File: src/rtl/interrupt_controller.sv
// interrupt_controller: edge-triggered IRQ capture, boundary-time interrupt entry, EI/DI/RETI/HALT handling
module interrupt_controller #(
  parameter int          NUM_IRQ      = 4,
  parameter logic [15:0] VECTOR_BASE  = 16'h0010,
  parameter int          VECTOR_SHIFT = 2
) (
  input  logic               clk,
  input  logic               reset,
  input  logic               fetch,
  input  logic               commit,
  input  logic               eix,
  input  logic               dix,
  input  logic               retix,
  input  logic               haltx,
  input  logic [NUM_IRQ-1:0] irq,
  output logic               int_take,
  output logic [15:0]        int_vector,
  output logic [NUM_IRQ-1:0] int_ack,
  output logic               ie,
  output logic               in_service,
  output logic               halted,
  output logic               run
);
  typedef enum logic {S_RUN, S_HALT} state_t;
  state_t state, state_nx;
  logic [NUM_IRQ-1:0] s1, s2, s3, pending, pending_nx, win, rise;
  logic [15:0] win_idx;
  logic any, take, ie_nx, in_service_nx, unused;
  assign unused = fetch;
  assign rise = s2 & ~s3;
  assign any = |pending;
  assign win = pending & (~pending + NUM_IRQ'(1));
  assign halted = state == S_HALT;
  assign run = ~halted;
  // lowest pending index wins
  always_comb begin
    win_idx = '0;
    for (int i = NUM_IRQ - 1; i >= 0; i--) if (pending[i]) win_idx = 16'(i);
  end
  // boundary / wake decision using the registered IE from before this edge
  always_comb begin
    take = 1'b0;
    ie_nx = ie;
    in_service_nx = in_service;
    state_nx = state;
    if (state == S_HALT) begin
      if (any) begin
        state_nx = S_RUN;
        take = ie & ~in_service;
      end
    end else if (commit) begin
      take = ie & ~dix & ~in_service & any & ~haltx;
      ie_nx = dix ? 1'b0 : eix ? 1'b1 : ie;
      if (retix) begin
        ie_nx = 1'b1;
        in_service_nx = 1'b0;
      end
      if (haltx && !any) state_nx = S_HALT;
    end
    if (take) begin
      ie_nx = 1'b0;
      in_service_nx = 1'b1;
    end
    pending_nx = (pending & ~(take ? win : '0)) | rise;
  end
  // state, synchronizers and registered entry outputs
  always_ff @(posedge clk) begin
    if (reset) begin
      s1 <= '0;
      s2 <= '0;
      s3 <= '0;
      pending <= '0;
      state <= S_RUN;
      ie <= 1'b0;
      in_service <= 1'b0;
      int_take <= 1'b0;
      int_ack <= '0;
      int_vector <= VECTOR_BASE;
    end else begin
      s1 <= irq;
      s2 <= s1;
      s3 <= s2;
      pending <= pending_nx;
      state <= state_nx;
      ie <= ie_nx;
      in_service <= in_service_nx;
      int_take <= take;
      int_ack <= take ? win : '0;
      if (take) int_vector <= VECTOR_BASE + (win_idx << VECTOR_SHIFT);
    end
  end
endmodule
File: config.mk
export PLATFORM = sky130hd
export DESIGN_NAME = interrupt_controller
export DESIGN_NICKNAME = d
export VERILOG_FILES = /design/src/rtl/interrupt_controller.sv
export SDC_FILE = /design/constraint.sdc
export NUM_CORES = 1
export LEC_CHECK = 0
export ABC_AREA = 1
export CORE_MARGIN = 2
export CORE_UTILIZATION = 38
export CTS_CLUSTER_SIZE = 20
export DETAILED_ROUTE_END_ITERATION = 8
export PLACE_DENSITY_LB_ADDON = 0.25
export SYNTH_ARGS = -nofsm -noshare
export SYNTH_HDL_FRONTEND = slang
export SYNTH_SLANG_ARGS = --single-unit
File: constraint.sdc
create_clock -name clk -period 1.1 [get_ports clk]
set_clock_uncertainty 0.1 [all_clocks]
set_input_delay 0.22 -clock clk [delete_from_list [all_inputs] [get_ports clk]]
set_output_delay 0.22 -clock clk [all_outputs]
set_load 0.02 [all_outputs]
==> flow_summary.ini, run 1 <==
[critical_path]
rr_startpoint = in_service
slowest_stage = dfxtp_2
crit_arrival_ns = 0.85
critPathMaxStageDelay_ns = 0.37
cp_num_cells = 1
endpoint = halted
cp_cell_sequence = buf_2
r2r_setup_slack_ns = -0.05
crit_family = flip-flops
crit_buf_inv = 1
crit_path_start_kind = flop
cp.required_ns = 0.78
end_kind = output port
reg2reg_to = int_ack[0]
reg2reg_depth = 8
path_max_fanout = 3
setup.worst_path.start = halted
crit_type = reg2out

[sta]
finalMaxSlewViolations = 0
hold_viol_final = 0
period_needed_ns = 1.17
worst_hold_slack_ns = 0.160
post-route-period-util_pct = 106
setup_ws_ns = -0.0662
setup_viol = 16
fin_setup_tns_ns = -0.420
fmax_mhz = 858
rsz0062_at_grt = yes

[die]
row_count = 19
initial_core_util_pct = 40.0
io_pins = 37
core-area_um2 = 2760
dieArea_um2 = 3350
fp.dieW_um = 57.9
die_h_um = 57.9

[power_and_ir_drop]
ir_drop_mv = 1.15
p_sw_share_pct = 25.1
clockPowerShare_pct = 32.3
intPower_w = 0.00149
p_seq_share_pct = 50.1
p_switching_w = 0.000500
p_per_area_nw_per_um2 = 1280
power_frac_comb_pct = 17.6
p_leak_nw = 0.743

[global_routing]
grt_pass1_vias = 821
grt_first_pass_wirelength_mm = 3.04
grt_max_degree = 16
grt_util_all_layers_pct = 11.6
antenna_found_initial = 0
globalRouteOverflowTotal = 0

[clocking]
clockBufferDepth = 2
cts.htree.levels = 1
numCtsBuffers = 3
clkLatencyLatePin_ns = 0.32
tritoncts = built
cts.sinks = 26
clkSlewWorstSetupHoldPaths_ns = 0.13
ctsRootBufferMaster = clkbuf_4

[placement]
dpl_cell_area_um2 = 1360
dpl.cell_count = 201
io_buffers = 21
globalplace.congestion = 0.813
dpl.hpwl_mm = 1.39

[cells_and_area]
nFillCells = 251
num_antenna_cells = 0
instances_no_fill = 208
drive_gt1_share_pct = 41.2
syn2layout_area_growth_pct = 41.3
final_cell_mix = 24 x inv_1, 17 x nor2_1, 15 x nand2_1, 15 x dfxtp_1, 14 x conb_1
layout.nets = 190
fin_area_um2 = 1560
final_common_cell = inv_1

[routing]
vias_per_cell = 4.15
ant_nets = 0
dr_total_vias = 863
drt_iter0_drc = 22
drc_errors = 0
firstDrtPassIters = 4
routed_wl_mm = 1.97
wire_per_inst_um = 9.45

[run]
maxCapViolations = 0

[synthesis]
synth_area_per_cell_um2 = 7.76
yosys.area.top_type = dfxtp_1
synth_seq_cells = 26
synth_cell_types = 18
synth_cells = 142
yosysSeqAreaShare_pct = 47.2
synth_top_area_share_pct = 47.2
synthTopCellsByArea = dfxtp_1 47%, buf_4 10%, inv_1 9.2%
netlist_area_um2 = 1100
yosysWarnings = 0

[run_status]
outcome = finished, violations left
violations = negative setup slack

[min_path]
hold_start = haltx
hp-class = in2reg
==> layout make-up <==
cell class / count / area (µm²) / share of cell area (%)
Sequential cell: 26 / 534 / 34.3
Multi-Input combinational cell: 81 / 467 / 30.0
Clock inverter: 1 / 30.0 / 1.93
Tap cell: 31 / 38.8 / 2.49
Timing Repair Buffer: 35 / 339 / 21.8
Inverter: 31 / 126 / 8.11
Clock buffer: 3 / 22.5 / 1.45
==> registers in the layout, summed over array words and instances (netlist names) <==
register / flops
halted: 1
ie: 1
in_service: 1
int_ack: 4
int_take: 1
int_vector: 2
pending: 4
s1: 4
s2: 4
s3: 4
==> how the worst min path moves through the flow <==
stage	endpoint	slack (ns)	depth (start not counted)
after detailed placement	s2[0]	0.29	2
after global placement	s2[3]	0.29	2
after CTS	s1[2]	0.28	3
final	halted	0.16	3
after floorplan	s1[0]	0.23	2
after global routing	halted	0.18	3
==> cell usage after synthesis <==
cell type / count
inv_1: 27
dfxtp_1: 26
nor2_1: 21
nand2_1: 19
buf_4: 15
nand3_1: 9
inv_2: 4
a21oi_1: 3
nand2_4: 3
nand3_2: 3
nor2_2: 3
conb_1: 2
nor2_4: 2
a21boi_0: 1
buf_2: 1
nand2_2: 1
nand4_1: 1
nor3_1: 1
==> per-layer routing <==
| layer | GRT usage [%] | up-vias | wire length, µm | share of wire, % |
|---|---|---|---|---|
| met5 | 0 | - | 0 | 0 |
| met4 | 3.99 | 0 | 31 | 1.6 |
| met3 | 4.46 | 6 | 137 | 7.0 |
| met2 | 22.7 | 29 | 1040 | 53 |
| met1 | 10.9 | 374 | 759 | 39 |
| li1 | - | 454 | - | - |
==> repair_timing <==
item,4_1_cts,5_1_grt
buffers inserted,0,3
pin swaps,4,9
gates resized for setup,79,24
gates cloned,0,0
endpoints found under the setup margin,24,24
hold buffers,0,0
==> through the flow <==
| step | total power, W | worst slack [ns] | util [%] |
|---|---|---|---|
| floorplan | 0.00124 | 0.0419 | - |
| detailed placement | 0.00131 | -0.362 | 49.5 |
| CTS | 0.00196 | -0.0804 | 52.6 |
| finish | 0.00199 | -0.0662 | 56.5 |
| global route | 0.00207 | -0.110 | 56.5 |
| global placement | 0.00130 | -0.334 | 49.5 |
==> power groups by stage <==
stage / Clock (W) / Sequential, W / Combinational [W]
detailed placement: 0 / 0.00102 / 0.000290
floorplan: 0 / 0.00102 / 0.000212
global placement: 0 / 0.00101 / 0.000286
global route: 0.000687 / 0.00100 / 0.000387
finish: 0.000643 / 0.000997 / 0.000351
CTS: 0.000667 / 0.000996 / 0.000300
==> logic make-up after synthesis <==
group	Yosys count	share of synthesized area, %
simple gates	63	28.8
buf+inv	47	21.2
flops	26	47.2
compound gates	4	2.04
other cells	2	0.681
Power figures use the tool's default switching activity.
==> run 2: changes to the inputs <==
--- a/config.mk
+++ b/config.mk
@@ -10,7 +10,7 @@
 export CORE_UTILIZATION = 38
 export CTS_CLUSTER_SIZE = 20
 export DETAILED_ROUTE_END_ITERATION = 8
-export PLACE_DENSITY_LB_ADDON = 0.25
+export PLACE_DENSITY = 0.78
 export SYNTH_ARGS = -nofsm -noshare
 export SYNTH_HDL_FRONTEND = slang
 export SYNTH_SLANG_ARGS = --single-unit
==> run 2 against run 1 <==
  * The flow still finishes with violations (negative setup slack)
  * Sequential share of layout area rose by 1.7 points
  * Final area is 4.8% lower
  * Sequential power is essentially flat
  * Count of clock-buffer cells in the layout unchanged
  * Setup slack improved by 0.015 ns
  * Cell count fell by 2.4%
  * Critical path depth unchanged
  * Register-to-register slack barely moved
  * First-iteration DRC count shrank 36%
  * Worst hold slack lost 0.0028 ns
  * Global-route usage is 0.56 points lower
  * Die area is the same
  * Critical path type unchanged
  * Highest routed layer unchanged
==> flow_summary.ini, run 2 (synthesized netlist as in run 1, its figures left out) <==
[run_status]
outcome = finished, violations left
violations = negative setup slack

[clocking]
ctsRootBufferMaster = clkbuf_4
cts.sinks = 26
clockBufferDepth = 2
tritoncts = built
clkLatencyLatePin_ns = 0.31
cts_hold_buffers = 0
numCtsBuffers = 3
cts.htree.levels = 1
clkSlewWorstSetupHoldPaths_ns = 0.13

[critical_path]
crit_buf_inv = 1
cp_num_cells = 1
crit_path_start_kind = flop
reg2reg_depth = 8
endpoint = halted
critPathMaxStageDelay_ns = 0.36
crit_arrival_ns = 0.83
crit_type = reg2out
reg2reg_to = int_ack[0]
cp.required_ns = 0.78
slowest_stage = dfxtp_2
cp_cell_sequence = buf_2
path_max_fanout = 3
r2r_setup_slack_ns = -0.04
crit_family = flip-flops
rr_startpoint = in_service
end_kind = output port
setup.worst_path.start = halted

[cells_and_area]
final_common_cell = inv_1
syn2layout_area_growth_pct = 34.5
drive_gt1_share_pct = 35.5
num_antenna_cells = 0
layout.nets = 185
final_cell_mix = 25 x inv_1, 19 x nor2_1, 16 x nand2_1, 15 x dfxtp_1, 14 x conb_1

[sta]
setup_ws_ns = -0.0511
post-route-period-util_pct = 105
period_needed_ns = 1.15
fmax_mhz = 869
finalMaxSlewViolations = 0
rsz0062_at_grt = yes
worst_hold_slack_ns = 0.157
hold_viol_final = 0
fin_setup_tns_ns = -0.328
setup_viol = 14

[routing]
ant_nets = 0
wire_per_inst_um = 8.84
routed_wl_mm = 1.79
drc_errors = 0
drt_iter0_drc = 14
vias_per_cell = 4.10
dr_total_vias = 833
firstDrtPassIters = 4

[placement]
io_buffers = 21
dpl.hpwl_mm = 1.35
globalplace.congestion = 0.776

[global_routing]
grt_first_pass_wirelength_mm = 2.79
globalRouteOverflowTotal = 0
grt_pass1_vias = 692
grt_util_all_layers_pct = 11.1
antenna_found_initial = 0
grt_max_degree = 19

[die]
initial_core_util_pct = 40.0
fp.dieW_um = 57.9
row_count = 19
die_h_um = 57.9
io_pins = 37
core-area_um2 = 2760
dieArea_um2 = 3350

[run]
maxCapViolations = 0

[power_and_ir_drop]
ir_drop_mv = 0.983
p_leak_nw = 0.714
total_power_w = 0.00195
p_per_area_nw_per_um2 = 1310

[min_path]
hp-class = in2reg
## run 2: changes by cell type in the layout (fill, tap and decap cells not counted), moves of 2 or more
cell	previous run	this run
buf_4	11	7
buf_6	13	11
nand3_1	4	6
nor2_1	17	19
nor2_2	7	5
## run 2: final cells by class
type / count / area [µm²]
clock buffer: 3 / 22.5
inverter: 31 / 121
fill: 277 / 1270
clock inverter: 1 / 30.0
timing repair buffer: 30 / 303
sequential: 26 / 534
tap: 31 / 38.8
multi-input combinational: 81 / 433
## run 2: worst min-delay path, stage by stage
cell            delay (ns)
dlymetal6s2s_1        0.12
a21oi_1               0.08
nor3_1                0.10
## run 2: how the worst min path moves through the flow
stage	from	endpoint	slack [ns]	cells after the start
after floorplan	irq[0]	s1[0]	0.23	2
after global placement	s1[0]	s2[0]	0.29	2
after detailed placement	s1[3]	s2[3]	0.30	2
after CTS	irq[2]	s1[2]	0.29	3
after global routing	haltx	halted	0.19	3
final	haltx	halted	0.16	3
## run 2: metrics by stage
| step | cells | utilization [%] | setup WS [ns] | instance area, µm² |
|---|---|---|---|---|
| detailed placement | 198 | 49.1 | -0.367 | 1350 |
| finish | 203 | 53.8 | -0.0511 | 1480 |
| global route | 203 | 53.8 | -0.112 | 1480 |
| CTS | 202 | 52.2 | -0.0745 | 1440 |
| floorplan | 154 | - | 0.0419 | 1150 |
| global placement | 198 | 49.1 | -0.338 | 1350 |
## run 2: what timing repair did
item / 4_1_cts / 5_1_grt
resized for setup: 79 / 11
pin swaps: 5 / 5
setup buffers: 0 / 1
endpoints found under the setup margin: 24 / 24
## run 2: routing by layer
layer  vias to the layer above  wire length [µm]  GRT usage [%]
met5                         -                 0              0
li1                        447                 -              -
met1                       362               745           11.0
met3                         2                87           3.57
met4                         0                16           4.98
met2                        22               944           20.8
## run 2: power breakdown
part           switching, W  internal (W)  total [W]
clock              0.000272      0.000368   0.000640
sequential        0.0000174      0.000978   0.000995
combinational      0.000189      0.000123   0.000312
